## config.mk

```make
export PLATFORM = sky130hd
export DESIGN_NAME = hb_decim_2
export DESIGN_NICKNAME = d
export VERILOG_FILES = /design/src/rtl/hb_decim_2.sv
export SDC_FILE = /design/constraint.sdc
export NUM_CORES = 1
export LEC_CHECK = 0
export ABC_AREA = 1
export ABC_CLOCK_PERIOD_IN_PS = 3600
export CORE_AREA = 2 2 64 66
export DETAILED_ROUTE_END_ITERATION = 10
export DIE_AREA = 0 0 66 68
export GPL_TIMING_DRIVEN = 0
export PLACE_DENSITY = 0.8
export SLEW_MARGIN = 10
export SYNTH_ARGS = -nofsm -noshare
export SYNTH_HDL_FRONTEND = slang
export SYNTH_SLANG_ARGS = --single-unit
```

## constraint.sdc

```tcl
create_clock -name clk -period 3.6 [get_ports clk]
set_input_delay 1.08 -clock clk [delete_from_list [all_inputs] [get_ports clk]]
set_output_delay 1.08 -clock clk [all_outputs]
set_load 0.005 [all_outputs]
```

## src/rtl/hb_decim_2.sv

```systemverilog
// hb_decim_2: decimate-by-2 stage following the half-band filter.
//
// Keeps one of every two strobed input samples, applies a power-of-two gain
// with saturation and emits a one-cycle clk_en_out strobe at half the input
// sample rate (intended to drive the next filter stage's clk_en).
//
// Ports:
//   clk        - system clock, rising edge
//   reset      - synchronous, active-high reset
//   clk_en     - input sample strobe; x_in valid when high
//   x_in       - signed input sample (DATA_W)
//   phase_sel  - which decimation phase (0/1) is kept
//   resync     - single-cycle pulse, realigns the decimation phase
//   gain_shl   - left-shift gain, sampled together with the kept sample
//   sat_clr    - clears the sticky sat_flag
//   y          - registered, gained, saturated output sample
//   clk_en_out - one-cycle pulse while y carries a new sample
//   sat_flag   - sticky, set whenever an output sample was clipped
module hb_decim_2 #(
  parameter int unsigned DATA_W  = 18,
  parameter int unsigned SHIFT_W = 2
) (
  input  logic                      clk,
  input  logic                      reset,
  input  logic                      clk_en,
  input  logic signed [DATA_W-1:0]  x_in,
  input  logic                      phase_sel,
  input  logic                      resync,
  input  logic        [SHIFT_W-1:0] gain_shl,
  input  logic                      sat_clr,
  output logic signed [DATA_W-1:0]  y,
  output logic                      clk_en_out,
  output logic                      sat_flag
);

  // Largest possible shift and the width that holds any shifted sample losslessly.
  localparam int unsigned MaxShift = 2**SHIFT_W - 1;
  localparam int unsigned ExtW     = DATA_W + MaxShift;

  // Output range limits expressed in the extended width.
  localparam logic signed [ExtW-1:0] PosLim = {{(MaxShift + 1){1'b0}}, {(DATA_W - 1){1'b1}}};
  localparam logic signed [ExtW-1:0] NegLim = {{(MaxShift + 1){1'b1}}, {(DATA_W - 1){1'b0}}};

  logic                     phase_q, phase_d;
  logic                     eff_phase;
  logic                     capture;
  logic                     s1_valid_q, s1_valid_d;
  logic signed [DATA_W-1:0] s1_x_q, s1_x_d;
  logic        [SHIFT_W-1:0] s1_shift_q, s1_shift_d;
  logic signed [ExtW-1:0]   ext;
  logic signed [ExtW-1:0]   shifted;
  logic signed [DATA_W-1:0] sat_val;
  logic                     clip;
  logic signed [DATA_W-1:0] y_q, y_d;
  logic                     out_q, out_d;
  logic                     sat_q, sat_d;

  // Phase tracking and stage-1 capture. A resync makes the current strobe
  // (if any) phase 0, otherwise the next strobe becomes phase 0.
  always_comb begin
    eff_phase  = resync ? 1'b0 : phase_q;
    phase_d    = resync ? clk_en : (clk_en ? ~phase_q : phase_q);
    capture    = clk_en & (eff_phase == phase_sel);
    s1_valid_d = capture;
    s1_x_d     = capture ? x_in : s1_x_q;
    s1_shift_d = capture ? gain_shl : s1_shift_q;
  end

  // Stage 2: shift in a width that cannot overflow, then clamp to DATA_W.
  always_comb begin
    ext     = {{MaxShift{s1_x_q[DATA_W-1]}}, s1_x_q};
    shifted = ext <<< s1_shift_q;
    clip    = 1'b0;
    sat_val = shifted[DATA_W-1:0];
    if (shifted > PosLim) begin
      clip    = 1'b1;
      sat_val = PosLim[DATA_W-1:0];
    end else if (shifted < NegLim) begin
      clip    = 1'b1;
      sat_val = NegLim[DATA_W-1:0];
    end
  end

  always_comb begin
    y_d   = s1_valid_q ? sat_val : y_q;
    out_d = s1_valid_q;
    // A clipping update wins over a simultaneous clear.
    sat_d = (s1_valid_q & clip) | (sat_q & ~sat_clr);
  end

  always_ff @(posedge clk) begin
    if (reset) begin
      phase_q    <= 1'b0;
      s1_valid_q <= 1'b0;
      s1_x_q     <= '0;
      s1_shift_q <= '0;
      y_q        <= '0;
      out_q      <= 1'b0;
      sat_q      <= 1'b0;
    end else begin
      phase_q    <= phase_d;
      s1_valid_q <= s1_valid_d;
      s1_x_q     <= s1_x_d;
      s1_shift_q <= s1_shift_d;
      y_q        <= y_d;
      out_q      <= out_d;
      sat_q      <= sat_d;
    end
  end

  assign y          = y_q;
  assign clk_en_out = out_q;
  assign sat_flag   = sat_q;

endmodule

```

==> results of run 1 <==
## per-layer routing
layer | up-vias | part of all wire | track usage
met4 | 0 | 0.019 | 0.0740
li1 | 1009 | - | -
met3 | 9 | 0.044 | 0.0559
met5 | - | 0 | 0
met2 | 50 | 0.47 | 0.342
met1 | 837 | 0.46 | 0.256
## state kept, by name, indices dropped and copies added (netlist names)
signal / cells
out_d: 1
s1_x_q: 18
clk_en_out: 1
y: 18
sat_flag: 1
phase_q: 1
s1_shift_q: 2
## metrics by stage
step	cells	worst slack, ns	total power, W	cell area [um2]
after CTS	380	1.16	0.00111	2550
after floorplan	277	1.59	0.000656	1930
after global routing	380	0.975	0.00116	2550
after detailed placement	372	0.858	0.000743	2440
after global placement	372	0.885	0.000739	2440
final	380	1.17	0.00110	2550
## cells in the final DEF (no fill, tap or decap)
master	instances
mux2i_1	6
nor2_1	17
o21ai_1	2
buf_6	1
a21oi_1	41
nor3_1	2
buf_2	1
clkdlybuf4s50_1	45
o21ai_0	55
buf_4	1
inv_1	24
a21oi_4	1
nand2_1	59
dfxtp_1	42
nand2_2	5
clkbuf_1	15
inv_2	2
clkinvlp_4	1
clkbuf_8	5
nand3_1	3
bufinv_16	1
o31ai_1	1
## critical path: stages
cell             delay, ns
clkdlybuf4s50_1       0.40
inv_1                 0.05
nand2_1               0.07
o21ai_0               0.43
clkbuf_1              0.43
a21oi_1               0.13
## cell families (layout without fill, tap and decap cells)
group           after synthesis  in the layout
buf+inv                      43             96
mux                           6              6
simple gates                 86             86
compound gates              100            100
flops                        42             42
## layout make-up
type	instances	area [um2]
plain buffers	17	76.3
clock buffers	6	72.6
clock inverters	2	37.5
fillers	363	1300
inverters	26	97.6
multi-input cells	192	916
flip-flops and latches	42	841
well taps	50	62.6
repair buffers	45	450
## path summary, 6_finish.rpt
path	from	endpoint	slack [ns]	cells after the start
setup reg to reg	s1_shift_q[0]	y[5]	2.03	11
hold / removal	s1_x_q[7]	s1_x_q[7]	0.46	2
setup / recovery	resync	s1_x_q[2]	1.17	6
hold reg to reg	s1_x_q[7]	s1_x_q[7]	0.46	2
## where the power goes
group	switching [W]	internal, W
logic	0.000120	0.0000996
registers	0.0000168	0.000496
clock network	0.000161	0.000207
==> impl_metrics.prom, run 1 <==
# TYPE chip_impl_metric gauge
chip_impl_metric{name="grt_start_max_net_pins",unit=""} 14
chip_impl_metric{name="finalHoldWorstSlack",unit="ns"} 0.462
chip_impl_metric{name="postCtsHoldBufs",unit=""} 0
chip_impl_metric{name="synth_largest_type_area_fraction",unit=""} 0.436
chip_impl_metric{name="detailed_route_via_count",unit=""} 1905
chip_impl_metric{name="design.final.nets",unit=""} 355
chip_impl_metric{name="synth_simple_gate_area_frac",unit=""} 0.177
chip_impl_metric{name="synth.area.mux_share",unit=""} 0.0311
chip_impl_info{name="cts_tree",value="done"} 1
chip_impl_info{name="yosysTopAreaCell",value="dfxtp_1"} 1
chip_impl_metric{name="number_of_standard_cell_rows_in_the_floorplan",unit=""} 23
chip_impl_metric{name="dp_hpwl",unit="um"} 3220
chip_impl_metric{name="die-area",unit="mm2"} 0.00449
chip_impl_info{name="synth_flop_cell",value="dfxtp_1"} 1
chip_impl_info{name="startpoint_type_of_the_worst_setup_path",value="input port"} 1
chip_impl_metric{name="globalplace.congestion",unit=""} 0.846
chip_impl_metric{name="finalSetupViolations",unit=""} 0
chip_impl_metric{name="postRouteAntennaNets",unit=""} 0
chip_impl_metric{name="grt_antenna_before_repair",unit=""} 0
chip_impl_metric{name="grt_usage",unit=""} 0.205
chip_impl_metric{name="cts.reportedPaths.clkPinSlew",unit="ns"} 0.08
chip_impl_metric{name="synth_compound_gate_area_share",unit=""} 0.266
chip_impl_metric{name="syn_area",unit="mm2"} 0.00193
chip_impl_metric{name="drive_gt1_frac",unit=""} 0.0545
chip_impl_info{name="synth.top_cells.by_area",value="dfxtp_1 (44%), o21ai_0 (14%), nand2_1 (11%), a21oi_1 (11%), inv_1 (4.7%)"} 1
chip_impl_metric{name="post_cts_buffers",unit=""} 0
chip_impl_metric{name="yosys.area_share.xor_xnor",unit=""} 0
chip_impl_metric{name="placeableCoreArea",unit="mm2"} 0.00386
chip_impl_metric{name="max-vdd-ir-drop",unit="V"} 0.000250
chip_impl_metric{name="firstDrtPassIters",unit=""} 4
chip_impl_info{name="post-synth-top-count-cell",value="nand2_1"} 1
chip_impl_metric{name="power_density",unit="mW/mm2"} 431
chip_impl_metric{name="finalCriticalPeriod",unit="ns"} 2.43
chip_impl_metric{name="cts.path.max_buffers",unit=""} 2
chip_impl_metric{name="relSlewSlack",unit=""} 0.656
chip_impl_metric{name="max_freq",unit="MHz"} 412
chip_impl_metric{name="drt_first_iter_violations",unit=""} 90
chip_impl_metric{name="synth_edf_count",unit=""} 0
chip_impl_metric{name="postSynthCellCount",unit=""} 277
chip_impl_metric{name="ctsResizeCount",unit=""} 0
chip_impl_metric{name="drc_errors",unit=""} 0
chip_impl_metric{name="critPathMaxFanout",unit=""} 10
chip_impl_metric{name="buffer_ports.inserted",unit=""} 45
chip_impl_metric{name="synth_area_per_cell",unit="um2"} 6.97
chip_impl_metric{name="report.final.slew_viol_count",unit=""} 0
chip_impl_info{name="run_status",value="finished, final reports clean"} 1
chip_impl_metric{name="vertical_die_dimension",unit="um"} 68
chip_impl_metric{name="n_antenna_cell",unit=""} 0
chip_impl_metric{name="max_cap_violations",unit=""} 0
chip_impl_metric{name="synth-seq-area-share",unit=""} 0.436
chip_impl_metric{name="finalHoldViolCount",unit=""} 0
chip_impl_metric{name="cts_inserted_buffers",unit=""} 5
chip_impl_metric{name="warnings_synthesis",unit=""} 0
chip_impl_info{name="synth.cells.most_frequent",value="nand2_1 (59), o21ai_0 (55), dfxtp_1 (42)"} 1
chip_impl_metric{name="syn_nets",unit=""} 303
chip_impl_metric{name="clk-insertion-delay-late",unit="ns"} 0.29
chip_impl_metric{name="io_pins",unit=""} 46
chip_impl_metric{name="synth-seq-cells",unit=""} 42
chip_impl_metric{name="drt-vias-per-instance",unit=""} 5.01
chip_impl_metric{name="leakage",unit="nW"} 0.995
chip_impl_metric{name="critPathRequiredTime",unit="ns"} 3.76
chip_impl_metric{name="gr-total-overflow",unit=""} 0
chip_impl_metric{name="floorplan.initialDensity",unit=""} 0.501
chip_impl_metric{name="yosys.area_share.adder",unit=""} 0
chip_impl_metric{name="final_wl",unit="um"} 4210
chip_impl_metric{name="final_util",unit=""} 0.662
chip_impl_metric{name="first_global_vias",unit=""} 1662
chip_impl_info{name="setup_repair_after_global_routing_missed_its_margin",value="no"} 1
chip_impl_info{name="hold_path_class",value="flip-flop to flip-flop"} 1
chip_impl_info{name="synth_top_family_by_area",value="compound AO/OA/AOI/OAI gates"} 1
chip_impl_metric{name="cts_sinks",unit=""} 42
chip_impl_info{name="setup.worst_path.class",value="input port to flip-flop"} 1
chip_impl_metric{name="layout_worst_path_cycle_share",unit=""} 0.675
chip_impl_metric{name="cts.htree.levels",unit=""} 2
chip_impl_metric{name="final.setup_skew",unit="ns"} 0.00372
chip_impl_metric{name="ys_async_sr_fraction",unit=""} 0
chip_impl_metric{name="fin_setup_tns",unit="ns"} 0
chip_impl_metric{name="critical_path_arrival",unit="ns"} 2.59
chip_impl_metric{name="grt_first_pass_wirelength",unit="um"} 7110
chip_impl_metric{name="wire_per_inst",unit="um"} 11.1
chip_impl_metric{name="synthDistinctLibCells",unit=""} 18
chip_impl_metric{name="tightest_slew",unit="ns"} 0.510
chip_impl_metric{name="chipWidth",unit="um"} 66
chip_impl_info{name="critical_path_end_type",value="flip-flop"} 1
chip_impl_metric{name="syn2layout_area_growth",unit="%"} 32.3
chip_impl_info{name="clock_tree_root_driver_cell",value="clkbuf_8"} 1
(Power assumes the default switching activity.)
==> inputs of run 2 (changes only) <==
--- a/config.mk
+++ b/config.mk
@@ -6,12 +6,12 @@
 export NUM_CORES = 1
 export LEC_CHECK = 0
 export ABC_AREA = 1
-export ABC_CLOCK_PERIOD_IN_PS = 3600
-export CORE_AREA = 2 2 64 66
+export ABC_CLOCK_PERIOD_IN_PS = 2300
+export CORE_AREA = 2 2 66 68
 export DETAILED_ROUTE_END_ITERATION = 10
-export DIE_AREA = 0 0 66 68
+export DIE_AREA = 0 0 68 70
 export GPL_TIMING_DRIVEN = 0
-export PLACE_DENSITY = 0.8
+export PLACE_DENSITY = 0.75
 export SLEW_MARGIN = 10
 export SYNTH_ARGS = -nofsm -noshare
 export SYNTH_HDL_FRONTEND = slang
==> constraint.sdc (replaced) <==
create_clock -name clk -period 2.3 [get_ports clk]
set_input_delay 0.69 -clock clk [delete_from_list [all_inputs] [get_ports clk]]
set_output_delay 0.69 -clock clk [all_outputs]
set_load 0.005 [all_outputs]
==> run 2 against run 1 <==
  * Setup slack worse by 0.88 ns
  * First-iteration DRC count is 3.3% higher
  * Clock skew rose by 0.0019 ns
  * Via count down 1.8%
  * Clock power rose by 33%
  * Flip-flop and latch count unchanged
  * Largest power group unchanged
==> impl_metrics.prom, run 2 (synthesized netlist as in run 1, its figures left out) <==
# TYPE chip_impl_metric gauge
chip_impl_metric{name="max_freq",unit="MHz"} 497
chip_impl_metric{name="finalCriticalPeriod",unit="ns"} 2.01
chip_impl_info{name="layout_commonest_cell",value="nand2_1"} 1
chip_impl_metric{name="drc_errors",unit=""} 0
chip_impl_metric{name="postLayoutCellArea",unit="mm2"} 0.00254
chip_impl_metric{name="layout_worst_path_cycle_share",unit=""} 0.874
chip_impl_metric{name="number_of_standard_cell_rows_in_the_floorplan",unit=""} 24
chip_impl_metric{name="postCtsHoldBufs",unit=""} 0
chip_impl_metric{name="cts.path.max_buffers",unit=""} 2
chip_impl_metric{name="vertical_die_dimension",unit="um"} 70
chip_impl_metric{name="max-vdd-ir-drop",unit="V"} 0.000407
chip_impl_info{name="hold_path_class",value="flip-flop to flip-flop"} 1
chip_impl_metric{name="max_cap_violations",unit=""} 0
chip_impl_info{name="critical_path_end_type",value="flip-flop"} 1
chip_impl_metric{name="pwr-share-comb",unit=""} 0.210
chip_impl_metric{name="drt-vias-per-instance",unit=""} 4.90
chip_impl_info{name="cts_tree",value="done"} 1
chip_impl_info{name="worst_path_most_repeated_cell",value="o21ai_0"} 1
chip_impl_metric{name="buffer_ports.inserted",unit=""} 45
chip_impl_metric{name="grt_antenna_before_repair",unit=""} 0
chip_impl_metric{name="clock_power_share",unit=""} 0.299
chip_impl_metric{name="cts.reportedPaths.clkPinSlew",unit="ns"} 0.08
chip_impl_metric{name="finalSetupViolations",unit=""} 0
chip_impl_metric{name="cts.htree.levels",unit=""} 2
chip_impl_metric{name="ctsResizeCount",unit=""} 0
chip_impl_metric{name="globalplace.congestion",unit=""} 0.892
chip_impl_metric{name="critPathRequiredTime",unit="ns"} 2.54
chip_impl_metric{name="power_report.internal_total",unit="W"} 0.00118
chip_impl_metric{name="chipWidth",unit="um"} 68
chip_impl_metric{name="first_global_vias",unit=""} 1711
chip_impl_info{name="critical_path.reg2reg.startpoint",value="s1_shift_q[0]"} 1
chip_impl_metric{name="switching_power_as_a_share_of_total_power",unit=""} 0.283
chip_impl_info{name="timing.critical_path.slowest_stage_cell",value="clkdlybuf4s50_1"} 1
chip_impl_metric{name="floorplan.initialDensity",unit=""} 0.466
chip_impl_metric{name="firstDrtPassIters",unit=""} 4
chip_impl_metric{name="final.setup_skew",unit="ns"} 0.00564
chip_impl_metric{name="n_antenna_cell",unit=""} 0
chip_impl_metric{name="report.final.slew_viol_count",unit=""} 0
chip_impl_metric{name="postRouteAntennaNets",unit=""} 0
chip_impl_metric{name="power_total",unit="W"} 0.00164
chip_impl_metric{name="final_util",unit=""} 0.612
chip_impl_metric{name="layout.filler_cells",unit=""} 409
chip_impl_metric{name="critPathMaxFanout",unit=""} 10
chip_impl_metric{name="placeableCoreArea",unit="mm2"} 0.00414
chip_impl_metric{name="dp_hpwl",unit="um"} 3320
chip_impl_metric{name="wire_per_inst",unit="um"} 11.4
chip_impl_metric{name="power_density",unit="mW/mm2"} 646
chip_impl_metric{name="drive_gt1_frac",unit=""} 0.0545
chip_impl_info{name="setup.worst_path.class",value="input port to flip-flop"} 1
chip_impl_metric{name="tightest_slew",unit="ns"} 0.463
chip_impl_metric{name="crit_path_max_incr_delay",unit="ns"} 0.40
chip_impl_metric{name="grt_usage",unit=""} 0.204
chip_impl_metric{name="syn2layout_area_growth",unit="%"} 31.4
chip_impl_metric{name="finalHoldViolCount",unit=""} 0
chip_impl_info{name="final_cell_mix",value="nand2_1 (59), o21ai_0 (55), clkdlybuf4s50_1 (45)"} 1
chip_impl_metric{name="gr-total-overflow",unit=""} 0
chip_impl_metric{name="sequential_cell_area",unit="um2"} 841
chip_impl_metric{name="detailed_route_via_count",unit=""} 1870
chip_impl_metric{name="design.final.nets",unit=""} 355
chip_impl_metric{name="power_frac_seq",unit=""} 0.491
chip_impl_info{name="worstPathCellList",value="clkdlybuf4s50_1 -> inv_1 -> nand2_1 -> o21ai_0 -> clkbuf_1 -> o21ai_0 -> a21oi_1"} 1
chip_impl_metric{name="grt_first_pass_wirelength",unit="um"} 7380
chip_impl_metric{name="final_wl",unit="um"} 4350
chip_impl_metric{name="switching_power",unit="W"} 0.000463
chip_impl_metric{name="leakage",unit="nW"} 0.992
chip_impl_info{name="clock_tree_root_driver_cell",value="clkbuf_8"} 1
chip_impl_metric{name="dp_area",unit="mm2"} 0.00245
chip_impl_metric{name="cts_inserted_buffers",unit=""} 5
chip_impl_metric{name="grt_start_max_net_pins",unit=""} 13
chip_impl_info{name="run_status",value="finished, final reports clean"} 1
chip_impl_metric{name="io_pins",unit=""} 46
chip_impl_metric{name="cts_sinks",unit=""} 42
chip_impl_metric{name="relSlewSlack",unit=""} 0.692
chip_impl_info{name="critPathTopFamily",value="buffers and inverters"} 1
chip_impl_info{name="timing.hold.worst.start",value="s1_x_q[9]"} 1
chip_impl_metric{name="post_cts_buffers",unit=""} 0
chip_impl_metric{name="critical_path_arrival",unit="ns"} 2.25
chip_impl_metric{name="clk-insertion-delay-late",unit="ns"} 0.30
chip_impl_metric{name="die-area",unit="mm2"} 0.00476
chip_impl_metric{name="fin_setup_tns",unit="ns"} 0
chip_impl_info{name="setup_repair_after_global_routing_missed_its_margin",value="no"} 1
chip_impl_metric{name="multi_input_comb_area",unit="um2"} 916
chip_impl_metric{name="drt_first_iter_violations",unit=""} 93
chip_impl_info{name="timing.critical_path.from",value="resync"} 1
chip_impl_info{name="startpoint_type_of_the_worst_setup_path",value="input port"} 1
chip_impl_metric{name="critical_path_buf_inv_count",unit=""} 3
run 2: layout make-up:
type	instances	area share
well taps	52	0.0256
clock buffers	7	0.0340
clock inverters	1	0.00197
repair buffers	45	0.178
plain buffers	17	0.0301
multi-input cells	192	0.361
flip-flops and latches	42	0.331
inverters	26	0.0385
run 2: layer usage:
layer	track usage	routed length [um]	up-vias
met5	0	0	-
met1	0.269	2020	800
met3	0.0596	231	9
met4	0.0867	87	0
li1	-	-	1010
met2	0.306	2010	51
run 2: final timing paths:
check / to / slack, ns / cells after the start
setup / recovery: s1_shift_q[1] / 0.29 / 7
hold / removal: s1_x_q[9] / 0.46 / 2
setup reg to reg: y[3] / 0.73 / 11
hold reg to reg: s1_x_q[9] / 0.46 / 2
run 2: tightest hold or removal path, stage by stage (launching register included):
cell and delay, ns:
dfxtp_1 0.32, inv_1 0.05, a21oi_1 0.05
run 2: power groups by stage:
stage               Sequential [W]  Clock [W]  Combinational [W]
finish                    0.000803   0.000490           0.000344
global route              0.000810   0.000530           0.000391
CTS                       0.000804   0.000500           0.000345
detailed placement        0.000820          0           0.000344
global placement          0.000819          0           0.000340
floorplan                 0.000818          0           0.000208
run 2: per-stage QoR:
| stage | std cells | hold WS (ns) | setup WS (ns) |
|---|---|---|---|
| floorplan | 277 | 0.433 | 0.677 |
| global placement | 374 | 0.447 | 0.0334 |
| detailed placement | 374 | 0.450 | -0.0242 |
| CTS | 382 | 0.462 | 0.276 |
| global route | 382 | 0.483 | 0.0178 |
| finish | 382 | 0.458 | 0.290 |
==> inputs of run 3 (changes only) <==
--- a/config.mk
+++ b/config.mk
@@ -7,9 +7,9 @@
 export LEC_CHECK = 0
 export ABC_AREA = 1
 export ABC_CLOCK_PERIOD_IN_PS = 2300
-export CORE_AREA = 2 2 66 68
+export CORE_AREA = 5 5 69 71
 export DETAILED_ROUTE_END_ITERATION = 10
-export DIE_AREA = 0 0 68 70
+export DIE_AREA = 0 0 74 76
 export GPL_TIMING_DRIVEN = 0
 export PLACE_DENSITY = 0.75
 export SLEW_MARGIN = 10
==> run 3 against run 2 <==
  * Global-route usage shrank 4.4 points
  * Hold slack gained 0.0012 ns
  * Die area grew 18%
  * Power shrank 3.2%
  * Critical path depth grew 1
  * Cell area shrank 0.59%
  * Sequential power is essentially flat
  * Clock skew grew 0.0044 ns
  * Count of clock-buffer cells in the layout is the same
  * Register-to-register slack lost 0.03 ns
  * Setup slack gained 0.044 ns
  * Non-clock buffer count is the same
  * Critical path type unchanged
  * Largest cell class unchanged
  * Largest power group unchanged
==> impl_metrics.prom, run 3 (synthesized netlist as in run 1, its figures left out) <==
# TYPE chip_impl_metric gauge
chip_impl_metric{name="tightest_slew",unit="ns"} 0.454
chip_impl_metric{name="postCtsHoldBufs",unit=""} 0
chip_impl_metric{name="grt_first_pass_wirelength",unit="um"} 7370
chip_impl_metric{name="detailed_route_via_count",unit=""} 1868
chip_impl_metric{name="layout_worst_path_cycle_share",unit=""} 0.855
chip_impl_metric{name="design.final.nets",unit=""} 355
chip_impl_info{name="critical_path.reg2reg.startpoint",value="s1_shift_q[0]"} 1
chip_impl_metric{name="die-area",unit="mm2"} 0.00562
chip_impl_metric{name="report.final.slew_viol_count",unit=""} 0
chip_impl_info{name="setup.worst_path.class",value="input port to flip-flop"} 1
chip_impl_metric{name="max_cap_violations",unit=""} 0
chip_impl_metric{name="drt_first_iter_violations",unit=""} 78
chip_impl_metric{name="final_wl",unit="um"} 4350
chip_impl_info{name="setup_repair_after_global_routing_missed_its_margin",value="no"} 1
chip_impl_metric{name="critical_path_arrival",unit="ns"} 2.18
chip_impl_metric{name="cts.reportedPaths.clkPinSlew",unit="ns"} 0.07
chip_impl_metric{name="globalplace.congestion",unit=""} 0.932
chip_impl_metric{name="max-vdd-ir-drop",unit="V"} 0.000351
chip_impl_metric{name="power_density",unit="mW/mm2"} 628
chip_impl_info{name="final_cell_mix",value="nand2_1 (59), o21ai_0 (54), clkdlybuf4s50_1 (45)"} 1
chip_impl_metric{name="buffer_ports.inserted",unit=""} 45
chip_impl_metric{name="power_total",unit="W"} 0.00159
chip_impl_metric{name="critPathRequiredTime",unit="ns"} 2.51
chip_impl_metric{name="leakage",unit="nW"} 0.982
chip_impl_info{name="run_status",value="finished, final reports clean"} 1
chip_impl_metric{name="worst_r2r_path_depth",unit=""} 11
chip_impl_metric{name="cts_inserted_buffers",unit=""} 5
chip_impl_metric{name="finalHoldViolCount",unit=""} 0
chip_impl_metric{name="hold_crit_depth",unit=""} 2
chip_impl_metric{name="clk-insertion-delay-late",unit="ns"} 0.28
chip_impl_metric{name="final_util",unit=""} 0.604
chip_impl_metric{name="firstDrtPassIters",unit=""} 5
chip_impl_metric{name="drive_gt1_frac",unit=""} 0.0486
chip_impl_metric{name="cts_sinks",unit=""} 42
chip_impl_metric{name="grt_start_max_net_pins",unit=""} 12
chip_impl_metric{name="syn2layout_area_growth",unit="%"} 30.7
chip_impl_metric{name="io_pins",unit=""} 46
chip_impl_metric{name="postLayoutCellArea",unit="mm2"} 0.00252
chip_impl_metric{name="postRouteAntennaNets",unit=""} 0
chip_impl_metric{name="number_of_standard_cell_rows_in_the_floorplan",unit=""} 24
chip_impl_metric{name="fin_setup_tns",unit="ns"} 0
chip_impl_metric{name="placeableCoreArea",unit="mm2"} 0.00417
chip_impl_metric{name="post_cts_buffers",unit=""} 0
chip_impl_metric{name="n_antenna_cell",unit=""} 0
chip_impl_info{name="startpoint_type_of_the_worst_setup_path",value="input port"} 1
chip_impl_metric{name="critPathMaxFanout",unit=""} 10
chip_impl_metric{name="max_freq",unit="MHz"} 508
chip_impl_metric{name="grt_usage",unit=""} 0.160
chip_impl_metric{name="chipWidth",unit="um"} 74
chip_impl_info{name="critical_path_end_type",value="flip-flop"} 1
chip_impl_metric{name="cts.htree.levels",unit=""} 2
chip_impl_metric{name="dp_hpwl",unit="um"} 3400
chip_impl_metric{name="gr-total-overflow",unit=""} 0
chip_impl_metric{name="first_global_vias",unit=""} 1743
chip_impl_info{name="worst_hold_path.endpoint",value="s1_x_q[7]"} 1
chip_impl_metric{name="placed_cells_incl_taps",unit=""} 374
chip_impl_metric{name="dp_area",unit="mm2"} 0.00245
chip_impl_metric{name="vertical_die_dimension",unit="um"} 76
chip_impl_info{name="timing.hold.worst.start",value="s1_x_q[7]"} 1
chip_impl_info{name="clock_tree_root_driver_cell",value="clkbuf_8"} 1
chip_impl_metric{name="drc_errors",unit=""} 0
chip_impl_metric{name="wire_per_inst",unit="um"} 11.4
chip_impl_metric{name="finish.cell_count_without_fillers",unit=""} 381
chip_impl_metric{name="grt_antenna_before_repair",unit=""} 0
chip_impl_metric{name="final.setup_skew",unit="ns"} 0.0100
chip_impl_info{name="r2r-end",value="y[9]"} 1
chip_impl_metric{name="drt-vias-per-instance",unit=""} 4.90
chip_impl_metric{name="worst-r2r-setup-slack",unit="ns"} 0.70
chip_impl_info{name="hold_path_class",value="flip-flop to flip-flop"} 1
chip_impl_metric{name="finalSetupViolations",unit=""} 0
chip_impl_metric{name="relSlewSlack",unit=""} 0.697
chip_impl_info{name="layout_commonest_cell",value="nand2_1"} 1
chip_impl_metric{name="finalCriticalPeriod",unit="ns"} 1.97
chip_impl_metric{name="cts.path.max_buffers",unit=""} 2
chip_impl_metric{name="floorplan.initialDensity",unit=""} 0.463
chip_impl_info{name="cts_tree",value="done"} 1
[run 3: changes by cell type in the layout (fill, tap and decap cells not counted), sizes merged]
cell and delta:
clkinv -1
[run 3: where the power goes]
group          internal (W)  total (W)  switching (W)
clock              0.000209   0.000439       0.000230
combinational      0.000156   0.000343       0.000187
sequential         0.000777   0.000803      0.0000256
[run 3: worst max-delay path, cell delays in order]
cell             delay [ns]
clkdlybuf4s50_1        0.45
inv_1                  0.04
nand2_1                0.10
a21oi_1                0.07
o21ai_1                0.21
clkbuf_1               0.35
o21ai_0                0.13
a21oi_1                0.13
[run 3: worst max path at each step]
stage	from	to	slack [ns]	depth (start not counted)
floorplan	resync	s1_shift_q[1]	0.68	5
global placement	resync	s1_x_q[9]	-0.06	6
detailed placement	resync	s1_x_q[14]	-0.1	6
CTS	resync	s1_x_q[12]	0.20	7
global route	resync	s1_x_q[13]	0.12	7
finish	resync	s1_x_q[3]	0.33	8
[run 3: metal layers]
metal,track usage,share of wire
met2,0.281,0.49
met1,0.198,0.46
met5,0,0
met4,0.0326,0.0083
met3,0.0343,0.043
[run 3: what timing repair did]
item                                   in CTS  in global routing
setup endpoints to repair                   0                 18
resized for setup                           0                  1
endpoints found under the hold margin       0                  0
[run 3: cell type report]
class | count | area (um2)
Tap cell | 52 | 65.1
Timing Repair Buffer | 45 | 450
Fill cell | 404 | 1650
Inverter | 26 | 97.6
Sequential cell | 42 | 841
Multi-Input combinational cell | 192 | 916
Buffer | 17 | 76.3
Clock buffer | 7 | 76.3
[run 3: metrics by stage]
step / hold WS (ns) / setup WS, ns
floorplan: 0.433 / 0.677
global placement: 0.447 / -0.0638
detailed placement: 0.452 / -0.0981
CTS: 0.464 / 0.200
global route: 0.494 / 0.117
finish: 0.459 / 0.333
